## config.mk

```make
export PLATFORM = sky130hd
export DESIGN_NAME = wb_sram_arbiter
export DESIGN_NICKNAME = d
export VERILOG_FILES = /design/src/rtl/wb_sram_arbiter.sv
export SDC_FILE = /design/constraint.sdc
export NUM_CORES = 1
export LEC_CHECK = 0
export CORE_AREA = 2 2 162 164
export CTS_CLUSTER_SIZE = 16
export DETAILED_ROUTE_END_ITERATION = 16
export DIE_AREA = 0 0 164 166
export PLACE_DENSITY_LB_ADDON = 0.2
export SYNTH_ARGS = -nofsm -noshare
export SYNTH_HDL_FRONTEND = slang
export SYNTH_SLANG_ARGS = --single-unit
export TNS_END_PERCENT = 100
```

## constraint.sdc

```tcl
create_clock -name clk -period 1.8 [get_ports clk]
set_input_delay 0.27 -clock clk [delete_from_list [all_inputs] [get_ports clk]]
set_output_delay 0.27 -clock clk [all_outputs]
set_load 0.1 [all_outputs]
```

## src/rtl/wb_sram_arbiter.sv

```systemverilog
`default_nettype none
// +--------------------------------------------------------------------------+
// | Module      : wb_sram_arbiter                                            |
// | Description : Three-master Wishbone arbiter in front of the shared SRAM  |
// |               controller. Round-robin grants with a bounded hold time,   |
// |               page-burst protection and a no-ack watchdog. One dead      |
// |               (IDLE) cycle separates consecutive grants.                 |
// | Ports       : clk, reset              clock, sync active-high reset      |
// |               mN_cyc/stb/we/adr/sel/dat_i   master N request (N=0..2)    |
// |               mN_dat_o / mN_ack_o / mN_err_o  read data, ack, abort      |
// |               s_cyc/stb/we/adr/sel/dat_o    muxed request to the slave   |
// |               s_dat_i, s_ack_i               slave response              |
// | Revision    : 1.0 - initial release                                      |
// +--------------------------------------------------------------------------+
module wb_sram_arbiter #(
   parameter int MAX_HOLD = 32,   // acks before a waiting master may preempt
   parameter int TIMEOUT  = 200,  // strobe cycles without ack before abort
   parameter int PAGE_BIT = 17    // address bit selecting page-read mode
) (
   input  logic        clk,
   input  logic        reset,
   input  logic        m0_cyc_i,
   input  logic        m0_stb_i,
   input  logic        m0_we_i,
   input  logic [31:0] m0_adr_i,
   input  logic [3:0]  m0_sel_i,
   input  logic [31:0] m0_dat_i,
   output logic [31:0] m0_dat_o,
   output logic        m0_ack_o,
   output logic        m0_err_o,
   input  logic        m1_cyc_i,
   input  logic        m1_stb_i,
   input  logic        m1_we_i,
   input  logic [31:0] m1_adr_i,
   input  logic [3:0]  m1_sel_i,
   input  logic [31:0] m1_dat_i,
   output logic [31:0] m1_dat_o,
   output logic        m1_ack_o,
   output logic        m1_err_o,
   input  logic        m2_cyc_i,
   input  logic        m2_stb_i,
   input  logic        m2_we_i,
   input  logic [31:0] m2_adr_i,
   input  logic [3:0]  m2_sel_i,
   input  logic [31:0] m2_dat_i,
   output logic [31:0] m2_dat_o,
   output logic        m2_ack_o,
   output logic        m2_err_o,
   output logic        s_cyc_o,
   output logic        s_stb_o,
   output logic        s_we_o,
   output logic [31:0] s_adr_o,
   output logic [3:0]  s_sel_o,
   output logic [31:0] s_dat_o,
   input  logic [31:0] s_dat_i,
   input  logic        s_ack_i
);

   localparam logic [0:0] c_IDLE     = 1'b0;
   localparam logic [0:0] c_BUSY     = 1'b1;
   localparam logic [1:0] c_NONE     = 2'd3;
   localparam logic [7:0] c_HOLD_MAX = 8'(MAX_HOLD);
   localparam logic [7:0] c_WD_LAST  = 8'(TIMEOUT - 1);

   logic [0:0] state_q, state_d;
   logic [1:0] grant_q, grant_d;
   logic [1:0] last_q, last_d;
   logic [7:0] hold_q, hold_d;
   logic [7:0] wd_q, wd_d;

   logic [2:0] w_cyc, w_stb, w_req, w_gnt;
   logic [1:0] w_pick;
   logic       w_busy, w_wd_fire, w_preempt, w_release;

   assign w_cyc  = {m2_cyc_i, m1_cyc_i, m0_cyc_i};
   assign w_stb  = {m2_stb_i, m1_stb_i, m0_stb_i};
   assign w_req  = w_cyc & w_stb;
   assign w_busy = (state_q == c_BUSY);

   // One-hot grant, all zero in IDLE so the slave side and acks stay quiet.
   assign w_gnt[0] = w_busy & (grant_q == 2'd0);
   assign w_gnt[1] = w_busy & (grant_q == 2'd1);
   assign w_gnt[2] = w_busy & (grant_q == 2'd2);

   assign s_cyc_o = |(w_gnt & w_cyc);
   assign s_stb_o = |(w_gnt & w_stb);
   assign s_we_o  = |(w_gnt & {m2_we_i, m1_we_i, m0_we_i});
   assign s_adr_o = ({32{w_gnt[0]}} & m0_adr_i) | ({32{w_gnt[1]}} & m1_adr_i)
                  | ({32{w_gnt[2]}} & m2_adr_i);
   assign s_sel_o = ({4{w_gnt[0]}} & m0_sel_i) | ({4{w_gnt[1]}} & m1_sel_i)
                  | ({4{w_gnt[2]}} & m2_sel_i);
   assign s_dat_o = ({32{w_gnt[0]}} & m0_dat_i) | ({32{w_gnt[1]}} & m1_dat_i)
                  | ({32{w_gnt[2]}} & m2_dat_i);

   assign m0_dat_o = s_dat_i;
   assign m1_dat_o = s_dat_i;
   assign m2_dat_o = s_dat_i;

   // Acks pass straight through to the owner; an ack seen in IDLE is dropped.
   assign {m2_ack_o, m1_ack_o, m0_ack_o} = w_gnt & {3{s_ack_i}};

   // Abort is decoded from the registered watchdog count so the error pulse
   // coincides with the release cycle.
   assign w_wd_fire = w_busy & (wd_q == c_WD_LAST) & ~s_ack_i;
   assign {m2_err_o, m1_err_o, m0_err_o} = w_gnt & {3{w_wd_fire}};

   // Never preempt on an ack cycle or in the middle of a page burst.
   assign w_preempt = (hold_q >= c_HOLD_MAX) & ~s_ack_i
                    & (|(w_req & ~w_gnt)) & ~s_adr_o[PAGE_BIT];
   assign w_release = w_busy & (w_wd_fire | ~s_cyc_o | w_preempt);

   // Round-robin search order: last+1, last+2, last (mod 3).
   always_comb begin
      w_pick = c_NONE;
      case (last_q)
         2'd0: begin
            if (w_req[1])      w_pick = 2'd1;
            else if (w_req[2]) w_pick = 2'd2;
            else if (w_req[0]) w_pick = 2'd0;
         end
         2'd1: begin
            if (w_req[2])      w_pick = 2'd2;
            else if (w_req[0]) w_pick = 2'd0;
            else if (w_req[1]) w_pick = 2'd1;
         end
         default: begin
            if (w_req[0])      w_pick = 2'd0;
            else if (w_req[1]) w_pick = 2'd1;
            else if (w_req[2]) w_pick = 2'd2;
         end
      endcase
   end

   always_comb begin
      state_d = state_q;
      grant_d = grant_q;
      last_d  = last_q;
      hold_d  = hold_q;
      wd_d    = wd_q;
      if (!w_busy) begin
         if (|w_req) begin
            state_d = c_BUSY;
            grant_d = w_pick;
            hold_d  = 8'd0;
            wd_d    = 8'd0;
         end
      end else if (w_release) begin
         state_d = c_IDLE;
         last_d  = grant_q;
         grant_d = c_NONE;
      end else begin
         if (s_ack_i && (hold_q != 8'hFF)) hold_d = hold_q + 8'd1;
         wd_d = (s_ack_i || !s_stb_o) ? 8'd0 : wd_q + 8'd1;
      end
   end

   always_ff @(posedge clk) begin
      if (reset) begin
         state_q <= c_IDLE;
         grant_q <= c_NONE;
         last_q  <= 2'd2;
         hold_q  <= 8'd0;
         wd_q    <= 8'd0;
      end else begin
         state_q <= state_d;
         grant_q <= grant_d;
         last_q  <= last_d;
         hold_q  <= hold_d;
         wd_q    <= wd_d;
      end
   end

endmodule
`default_nettype wire

```

## After elaboration in Yosys (flattened, before gate mapping)

Index checks and enable logic that the tools add are counted.

- Register bits: 21
- Output and inout port bits: 173
- Logic and storage cells: 91

- Add/sub/neg operators: 2
- Magnitude comparators: 1
- Equal/unequal tests: 8
- Mux-type cells: 23
- Bitwise gates (word level): 37
- Reductions and logical operators: 15

Operators by type and width:

| operator | count |
|---|---|
| 32-bit AND | 6 |
| 32-bit bitwise OR | 4 |
| 8-bit 2-to-1 mux | 7 |
| 2-bit 2-to-1 mux | 11 |
| 3-bit AND | 7 |
| 8-bit by 1-bit adder with 8-bit output, second input constant | 2 |
| 3-bit OR reduction | 5 |
| 4-bit AND | 3 |
| 1-bit AND | 9 |
| 8-bit == test, second input constant | 1 |
| 8-bit by 6-bit greater-or-equal comparator with 1-bit output, second input constant | 1 |
| 8-bit != test, second input constant | 1 |
| 4-bit bitwise OR | 2 |
| 2-bit AND reduction | 3 |
| 2-bit by 1-bit == test with 1-bit output, second input constant | 2 |
| 2-bit zero test | 2 |
| 1-bit 2-to-1 mux | 4 |
| 2-bit by 1-bit != test with 1-bit output, second input constant | 2 |
| 2-bit case mux with 2 select lines | 1 |
| 1-bit inverter | 3 |
| 3-bit inverter | 1 |
| 3-bit AND reduction | 1 |
| 2-bit == test, second input constant | 1 |
| 2-bit != test, second input constant | 1 |
| other kinds (5) | 6 |

## Longest topological paths before layout

Gate-level depths: netlist of run 1.

- Word-level depth: 11
- Depth in mapped cells: 7
- Mapped depth without buffers: 6

## Least setup slack after synthesis of run 1

No wires, ideal clock.

- Kind: register -> output
- From: reg grant_q[1]
- To: out m2_ack_o
- Arrival: 3.028 ns
- Data required time: 1.530 ns
- Slack: -1.498 ns
- Cell stages (with the launch flop): 4
- Path through: dfxtp_1 -> buf_4 -> clkbuf_1 -> nor3b_1

- Cells in the longest elaborated chain, start to end: 3

RTL lines:

| item | line | text |
|---|---|---|
| from (decl) | 66 | `logic [1:0] grant_q, grant_d;` |
| from (signal assigned) | 160 | `grant_q <= c_NONE;` |
| from (signal assigned) | 166 | `grant_q <= grant_d;` |
| 2-bit == test | 83 | `assign w_gnt[2] = w_busy & (grant_q == 2'd2);` |
| 1-bit AND | 83 |  |
| 3-bit AND | 100 | `assign {m2_ack_o, m1_ack_o, m0_ack_o} = w_gnt & {3{s_ack_i}};` |
| to (decl) | 47 | `output logic m2_ack_o,` |

No other way between the ends.

## Final worst setup path of run 1

- From: reg grant_q[1]
- To: out s_dat_o[17]

- Cells in the longest elaborated chain, start to end: 5

RTL lines:

| item | line | text |
|---|---|---|
| 2-bit by 1-bit == test with 1-bit output or 2-bit zero test (tied branches) | 82, 81 |  |
| 1-bit AND, on equally long branches | 82, 81 |  |
| 32-bit AND | 92 | `assign s_dat_o = ({32{w_gnt[0]}} & m0_dat_i) \| ({32{w_gnt[1]}} & m1_dat_i)` |
| 32-bit bitwise OR | 92 |  |
| 32-bit bitwise OR (*) | 93 | `\| ({32{w_gnt[2]}} & m2_dat_i);` |
| to (decl) | 54 | `output logic [31:0] s_dat_o,` |

Every way passes the cells marked *; elsewhere a longest branch is shown, timed or not.

==> results of run 1 <==
[sequential cells by signal, summed over array words and instances, names as in the netlist]
name and cells:
hold_q 8, wd_q 8, grant_q 2, last_q 2, state_q 1
[routing by layer]
| metal | global-route usage | wire length (µm) | vias up |
|---|---|---|---|
| met4 | 0.0160 | 166 | 0 |
| li1 | - | - | 2454 |
| met1 | 0.177 | 8980 | 2341 |
| met5 | 0 | 0 | - |
| met2 | 0.274 | 11600 | 199 |
| met3 | 0.0302 | 1610 | 8 |
[what timing repair did]
item	4_1_cts	5_1_grt
resized for setup	102	53
cloned	6	8
pin swaps	18	36
endpoints found under the setup margin	95	98
hold buffers	0	0
setup buffers	17	3
[power breakdown]
| part | leakage [nW] | internal, W | switching, W |
|---|---|---|---|
| logic | 3.56 | 0.00133 | 0.00139 |
| registers | 0.172 | 0.000477 | 0.0000170 |
| clock network | 0.0409 | 0.000299 | 0.000182 |
| total | 3.78 | 0.00211 | 0.00159 |
[layout make-up]
cell class | instances | area (µm²) | area share
Antenna cell | 1 | 2.50 | 0.000258
Clock buffer | 3 | 75.1 | 0.00775
Clock inverter | 1 | 5.00 | 0.000516
Inverter | 5 | 23.8 | 0.00245
Multi-Input combinational cell | 411 | 3660 | 0.378
Sequential cell | 21 | 434 | 0.0448
Tap cell | 335 | 419 | 0.0433
Timing Repair Buffer | 404 | 5070 | 0.523
[cells in the final DEF, fill, tap and decap left out, drive strengths merged, types with 4 or more instances in the layout]
cell type	n
clkdlybuf4s50	209
buf	182
nor2	149
a21oi	74
mux2i	71
dfxtp	21
nand2	16
and3	11
clkbuf	10
nor3	9
nand2b	8
a31oi	7
a41oi	7
nand3	7
dlygate4sd2	5
a31o	4
[worst max path at each step]
stage	start	end	depth (start not counted)
after detailed placement	m0_cyc_i	hold_q[1]	7
final	grant_q[1]	s_dat_o[17]	8
after global routing	grant_q[1]	s_adr_o[3]	9
after global placement	m0_cyc_i	hold_q[1]	7
after CTS	grant_q[1]	s_adr_o[12]	8
after floorplan	grant_q[1]	m2_ack_o	3
[per-stage QoR]
| step | util | setup TNS [ps] |
|---|---|---|
| floorplan | - | -1860 |
| global placement | 0.329 | -8910 |
| detailed placement | 0.329 | -8380 |
| CTS | 0.360 | -14430 |
| global route | 0.378 | -20670 |
| finish | 0.378 | -13330 |
[cells by family (layout without fill, tap and decap cells)]
group,after synthesis,count (layout),share of synthesized area
adder cells (fa/ha/maj),3,3,0.00974
AO/OA/AOI/OAI,114,114,0.190
buffers and inverters,137,413,0.231
AND/OR/NAND/NOR,220,220,0.265
flip-flops,21,21,0.109
other,0,1,0
multiplexers,74,74,0.194
[worst max-delay path: cells and delay by family (launching register included)]
kind	cells	cell delay, ps
buffers and inverters	5	780
DFF	1	360
and+or+nand+nor	2	240
AOI/OAI and AO/OA	1	70
==> results.yml, run 1 <==
status:
  status: "finished, violations left"
  violations: "setup timing"
critical_path:
  cp_cell_sequence: "buf_6 -> nor2b_4 -> buf_12 -> buf_12 -> clkbuf_16 -> a21oi_2 -> nor2_4 -> buf_12"
  path_max_fanout: 6
  cp_slowest_stage_delay_ps: 360
  r2r_cells: 10
  required_ps: 1530
  crit_type: "reg2out"
  crit_arrival_ps: 1740
  cpMostUsedCell: "buf_12"
  cp_slowest_cell: "dfxtp_4"
  r2r_end: "wd_q[3]"
  end_kind: "output port"
  r2r-start: "grant_q[1]"
  worstSetupStartpointType: "flip-flop"
  r2r_setup_slack_ps: -150
logic_synthesis:
  yosys.cell_count.top_type: "nor2_1"
  yosysWarnings: 0
  synth-edff-count: 0
  synth_seq_area_share: 0.109
  syn_area_um2: 3850
  syn-num-nets: 820
  synth_area_leaders: "buf_4 (19%), mux2i_1 (18%), nor2_1 (15%)"
  yosys-top-cells-count: "nor2_1 (149), buf_4 (98), a21oi_1 (73)"
  synth_top_area_share: 0.191
  ys_types: 58
  synth_ff_type: "dfxtp_1"
  async_reset_ff_frac: 0
  syn_inst: 569
  ys_seq_elements: 21
  syn_avg_cell_area_um2: 6.77
  yosysTopAreaCell: "buf_4"
route:
  viasPerCell: 4.24
  drtIter0Drc: 144
  wire_per_inst_um: 18.9
  route.vias.total: 5002
  first_pass_iters: 4
  drc: 0
  drtAntennaViolNets: 0
  wl_mm: 22.4
placement:
  dpl-instance-area_um2: 8420
  port_buffers: 292
  placed_cells: 1144
  place.gp.congestion: 0.802
  place_ws_ps: -359
  dp_hpwl_mm: 16.7
grt:
  grt_pass1_wl_mm: 30.8
  antenna_found_initial: 2
  grt_use_total: 0.147
  grt_max_degree: 38
  overflow: 0
  grt_pass1_vias: 4939
power_and_ir_drop:
  power_w: 0.00370
  powerDensity_nw_per_um2: 382
  peakVddDrop_mv: 0.425
  p_leak_nw: 3.78
min_path:
  hold_depth: 1
  hold_path_class: "reg2reg"
  min_delay_worst_endpoint: "wd_q[7]"
  hp-start: "wd_q[7]"
timing:
  fmax_mhz: 498
  rsz0062_at_grt: "yes"
  relSlewSlack: 0.648
  post-route-period-util: 1.12
  hold_viol_final: 0
  drv_slew: 0
  skew_ps: 8.89
  finalSetupViolations: 91
  hold_ws_ps: 502
  worst_pin_slew_ps: 525
  setup_ws_ps: -207
  layout_min_cycle_time_ps: 2010
clock_tree:
  clk_pin_slew_ps: 70
  cts-root-buf: "clkbuf_16"
  htree_levels: 1
  clock-sinks: 21
  cts_tree: "built"
  clk_latency_ps: 260
  clk_path_buf_depth: 2
  cts_inserted_buffers: 3
floorplan:
  num_rows: 59
  dieArea_um2: 27200
  die_width_um: 164
  io_pins: 421
  core-area_um2: 25600
  initial_core_util: 0.150
  die_h_um: 166
finish:
  area_growth_pct: 151
  drive_gt1_frac: 0.464
  fin_area_um2: 9690
  fin_cells: 1181
  nFillCells: 2571
  finalNetCount: 1097
job:
  maxCapViolCount: 0
Power figures use the tool's default switching activity.
==> run 2, diff against run 1 <==
CAP_MARGIN = 20   (was default)
PLACE_DENSITY = 0.49   (was default)
PLACE_DENSITY_LB_ADDON = default   (was 0.2)
==> run 2 against run 1 <==
Compared with the run above:
- the flow still finishes with violations (setup timing)
- register-to-register slack improved by 20 ps
- fmax increased by 0.30%
- routed wire length decreased by 7.3%
- non-clock buffer count decreased by 6
- clock-buffer cell count increased by 1
- clock skew decreased by 6.7 ps
- critical endpoint is now s_dat_o[1]
==> results.yml, run 2 (same netlist as run 1, synthesis figures left out) <==
job:
  maxCapViolCount: 0
clock_tree:
  cts_inserted_buffers: 3
  htree_levels: 1
  clk_latency_ps: 260
  cts_tree: "built"
  clk_path_buf_depth: 2
  clock-sinks: 21
  cts-root-buf: "clkbuf_16"
  hold_buffers: 0
  clk_pin_slew_ps: 60
critical_path:
  required_ps: 1530
  crit_arrival_ps: 1730
  crit_type: "reg2out"
  cp_slowest_cell: "dfxtp_4"
  cp_slowest_stage_delay_ps: 360
  cp_cell_sequence: "buf_6 -> nor2b_4 -> buf_12 -> buf_4 -> a21oi_1 -> buf_4 -> nor2_4 -> buf_12"
  end_kind: "output port"
  worstSetupStartpointType: "flip-flop"
  path_max_fanout: 9
timing:
  fmax_mhz: 500
  hold_viol_final: 0
  finalSetupViolations: 97
  layout_min_cycle_time_ps: 2000
  drv_slew: 0
  relSlewSlack: 0.757
  rsz0062_at_grt: "yes"
  post-route-period-util: 1.11
  worst_pin_slew_ps: 365
  setup_ws_ps: -201
  hold_ws_ps: 465
  skew_ps: 2.22
finish:
  area_growth_pct: 147
  final_core_utilization: 0.371
  drive_gt1_frac: 0.468
  fin_area_um2: 9510
  layout_commonest_cell: "clkdlybuf4s50_1"
  reg_top3: "hold_q: 8 flops, wd_q: 8 flops"
  final_cell_mix: "clkdlybuf4s50_1 (214), buf_12 (91), nor2_4 (73), nor2_1 (71), buf_4 (64)"
  finalNetCount: 1091
grt:
  antenna_found_initial: 1
  grt_pass1_vias: 4826
  grt_max_degree: 28
  grt_use_total: 0.141
  grt_pass1_wl_mm: 29.8
  overflow: 0
route:
  met1_length_mm: 8.69
  route.vias.total: 5007
  first_pass_iters: 5
  drtIter0Drc: 163
  drc: 0
  wl_mm: 20.7
  dr_wl_met3_mm: 1.50
  met2_length_mm: 10.3
  drtAntennaViolNets: 0
  viasPerCell: 4.26
  top_layer: "met4"
  wire_per_inst_um: 17.6
floorplan:
  io_pins: 421
  die_width_um: 164
  core-area_um2: 25600
  dieArea_um2: 27200
  num_rows: 59
  die_h_um: 166
  initial_core_util: 0.150
min_path:
  hold_path_class: "reg2reg"
power_and_ir_drop:
  switching_share: 0.432
  pwr-share-comb: 0.732
  switchingPower_w: 0.00156
  pwr-share-clk: 0.133
  p_leak_nw: 3.65
  peakVddDrop_mv: 0.299
  power_frac_seq: 0.135
  internal-power_w: 0.00206
  powerDensity_nw_per_um2: 381
placement:
  dpl-instance-area_um2: 8390
  place.gp.congestion: 0.834
  port_buffers: 292
  dp_hpwl_mm: 16.4
status:
  violations: "setup timing"
  status: "finished, violations left"
==> run 2: cell types whose count changed in the layout (fill, tap and decap cells not counted), moves of 4 or more <==
cell / delta
clkdlybuf4s50_1: +5
buf_6: +5
clkbuf_16: -7
dlygate4sd2_1: -4
a21oi_1: +4
nor2_1: -5
buf_16: -4
a21oi_4: -5
==> run 2: layout make-up <==
| cell class | instances | area, µm² |
|---|---|---|
| antenna | 1 | 2.50 |
| inverter | 5 | 35.0 |
| timing repair buffer | 398 | 4840 |
| fill | 2576 | 16100 |
| tap | 335 | 419 |
| multi-input combinational | 411 | 3700 |
| sequential | 21 | 433 |
| clock buffer | 4 | 78.8 |
==> run 2: worst paths after layout <==
path                                 start         end  slack, ps  depth (start not counted)
worst max-delay path            grant_q[1]  s_dat_o[1]       -200                          8
worst min register to register     wd_q[5]     wd_q[5]        460                          1
worst min-delay path               wd_q[5]     wd_q[5]        460                          1
worst max register to register  grant_q[1]     wd_q[3]       -130                         10
==> run 2: what timing repair did <==
action | 4_1_cts | 5_1_grt
gates resized for setup | 118 | 62
buffers inserted | 18 | 8
pin swaps | 37 | 24
endpoints found under the setup margin | 98 | 98
gates cloned | 2 | 1
==> run 2: critical path: cells and delay by family (launching register included) <==
| kind | cells | cell delay (ps) |
|---|---|---|
| AOI/OAI and AO/OA | 1 | 100 |
| DFF | 1 | 360 |
| buffers and inverters | 5 | 780 |
| and+or+nand+nor | 2 | 230 |
==> run 2: layer usage <==
| layer | up-vias | track usage |
|---|---|---|
| li1 | 2438 | - |
| met5 | - | 0 |
| met3 | 12 | 0.0237 |
| met1 | 2336 | 0.186 |
| met4 | 0 | 0.0175 |
| met2 | 221 | 0.246 |
==> run 2: power by group through the flow <==
stage | sequential (W) | clock, W | combinational, W
floorplan | 0.000497 | 0 | 0.00222
finish | 0.000490 | 0.000482 | 0.00265
detailed placement | 0.000506 | 0 | 0.00231
global placement | 0.000506 | 0 | 0.00231
CTS | 0.000489 | 0.000493 | 0.00257
global route | 0.000492 | 0.000507 | 0.00279
==> run 2: through the flow <==
stage                     setup TNS [ps]  total power [W]  worst slack (ps)  instances
after floorplan                    -1860          0.00272              -296        569
after global placement             -9000          0.00282              -349       1141
after detailed placement           -9180          0.00281              -365       1141
after CTS                         -12830          0.00355              -211       1165
after global routing              -17420          0.00379              -261       1175
final                             -10210          0.00362              -201       1175
==> run 3, diff against run 2 <==
PLACE_DENSITY = 0.47   (was 0.49)
RECOVER_POWER = 25   (was default)
clock period = 2.35 ns   (was 1.8 ns; I/O delays follow)
==> run 3 against run 2 <==
Compared with the run above:
- the flow now finishes without violations
- cell area shrank 19%
- clock power down 24%
- sequential share of layout area grew 0.99 points
- clock-buffer cell count decreased by 1
- utilization decreased by 7.0 points
- highest routed layer unchanged
==> results.yml, run 3 (same netlist as run 1, synthesis figures left out) <==
route:
  first_pass_iters: 4
  route.vias.total: 4561
  drtAntennaViolNets: 0
  drtIter0Drc: 178
  drc: 0
  wl_mm: 18.9
  viasPerCell: 4.20
  wire_per_inst_um: 17.4
grt:
  overflow: 0
  grt_max_degree: 50
  grt_pass1_vias: 4467
  grt_pass1_wl_mm: 27.7
  grt_use_total: 0.130
  antenna_found_initial: 0
finish:
  reg_top3: "hold_q: 8 flops, wd_q: 8 flops"
  area_growth_pct: 100
  nFillCells: 2710
  drive_gt1_frac: 0.259
  fin_cells: 1087
  layout_commonest_cell: "clkdlybuf4s50_1"
  num_antenna_cells: 0
  seqCellArea_um2: 428
  final_cell_mix: "clkdlybuf4s50_1 (215), buf_12 (84), nor2_1 (79), a21oi_1 (73), mux2i_1 (71)"
  multi_input_area_um2: 2840
  finalNetCount: 1004
clock_tree:
  cts_inserted_buffers: 3
  cts-root-buf: "clkbuf_16"
  clk_path_buf_depth: 2
  clk_pin_slew_ps: 60
  cts_tree: "built"
  clock-sinks: 21
  post_cts.repair.setup_buffers: 0
  clk_latency_ps: 260
  hold_buffers: 0
  htree_levels: 1
critical_path:
  critPathBufInv: 2
  worstSetupStartpointType: "flip-flop"
  cp_slowest_cell: "dfxtp_4"
  required_ps: 2000
  r2r-start: "grant_q[0]"
  cp_cell_sequence: "buf_12 -> mux2i_1 -> nor2_1 -> a21oi_1 -> nor2_2 -> buf_12"
  cpMostUsedCell: "buf_12"
  crit_family: "flip-flops"
  path_max_fanout: 27
  crit_start: "grant_q[1]"
  cp_slowest_stage_delay_ps: 540
  crit_arrival_ps: 1870
  crit_type: "reg2out"
  end_kind: "output port"
timing:
  finalSetupViolations: 0
  fmax_mhz: 451
  hold_ws_ps: 481
  relSlewSlack: 0.549
  skew_ps: 3.21
  setup_ws_ps: 131
  worst_pin_slew_ps: 672
  post-route-period-util: 0.944
  hold_viol_final: 0
  drv_slew: 0
  layout_min_cycle_time_ps: 2220
  rsz0062_at_grt: "no"
power_and_ir_drop:
  powerDensity_nw_per_um2: 299
  p_leak_nw: 3.07
  peakVddDrop_mv: 0.227
  power_w: 0.00230
floorplan:
  io_pins: 421
  initial_core_util: 0.150
  core-area_um2: 25600
  num_rows: 59
  dieArea_um2: 27200
  die_h_um: 166
  die_width_um: 164
placement:
  dp_hpwl_mm: 15.4
  port_buffers: 292
  placed_cells: 1083
  place.gp.congestion: 0.786
  place_ws_ps: 13.7
status:
  status: "completed"
min_path:
  hp-start: "wd_q[7]"
  hold_path_class: "reg2reg"
job:
  maxCapViolCount: 0
-- run 3: cell count changes in the layout (fill, tap and decap cells not counted), moves of 8 or more --
cell | previous run | this run
a21oi_1 | 10 | 73
a21oi_2 | 63 | 1
buf_4 | 64 | 12
buf_6 | 20 | 0
mux2i_1 | 61 | 71
nor2_1 | 71 | 79
nor2_2 | 5 | 50
nor2_4 | 73 | 20
-- run 3: layout make-up --
cell class                 count  area share
inverter                       5     0.00308
timing repair buffer         311       0.509
clock buffer                   3     0.00973
clock inverter                 1    0.000649
multi-input combinational    411       0.368
tap                          335      0.0543
sequential                    21      0.0555
-- run 3: per-layer routing --
metal,GRT usage,up-vias,wire length [µm]
li1,-,2245,-
met1,0.159,2092,7640
met2,0.238,215,9670
met3,0.0242,9,1430
met4,0.0172,0,159
met5,0,-,0
-- run 3: timing repair --
item	CTS	global route
endpoints found under the setup margin	1	1
gates resized for setup	1	0
pin swaps	0	1
-- run 3: worst paths after layout --
check,to,slack [ps],depth (start not counted)
setup / recovery,s_adr_o[4],130,6
hold reg to reg,wd_q[7],480,1
setup reg to reg,wd_q[6],360,6
hold / removal,wd_q[7],480,1
-- run 3: where the power goes --
group / switching, W / internal, W
clock: 0.000138 / 0.000229
sequential: 0.0000257 / 0.000365
combinational: 0.000832 / 0.000713
total: 0.000996 / 0.00131
-- run 3: metrics by stage --
step           cell area [µm²]  TNS (ps)   util
4_1_cts                   7710         0  0.301
6_report                  7710         0  0.301
3_3_place_gp              7630         0  0.298
5_1_grt                   7710         0  0.301
2_1_floorplan             4140     -90.8      -
3_5_place_dp              7630         0  0.298
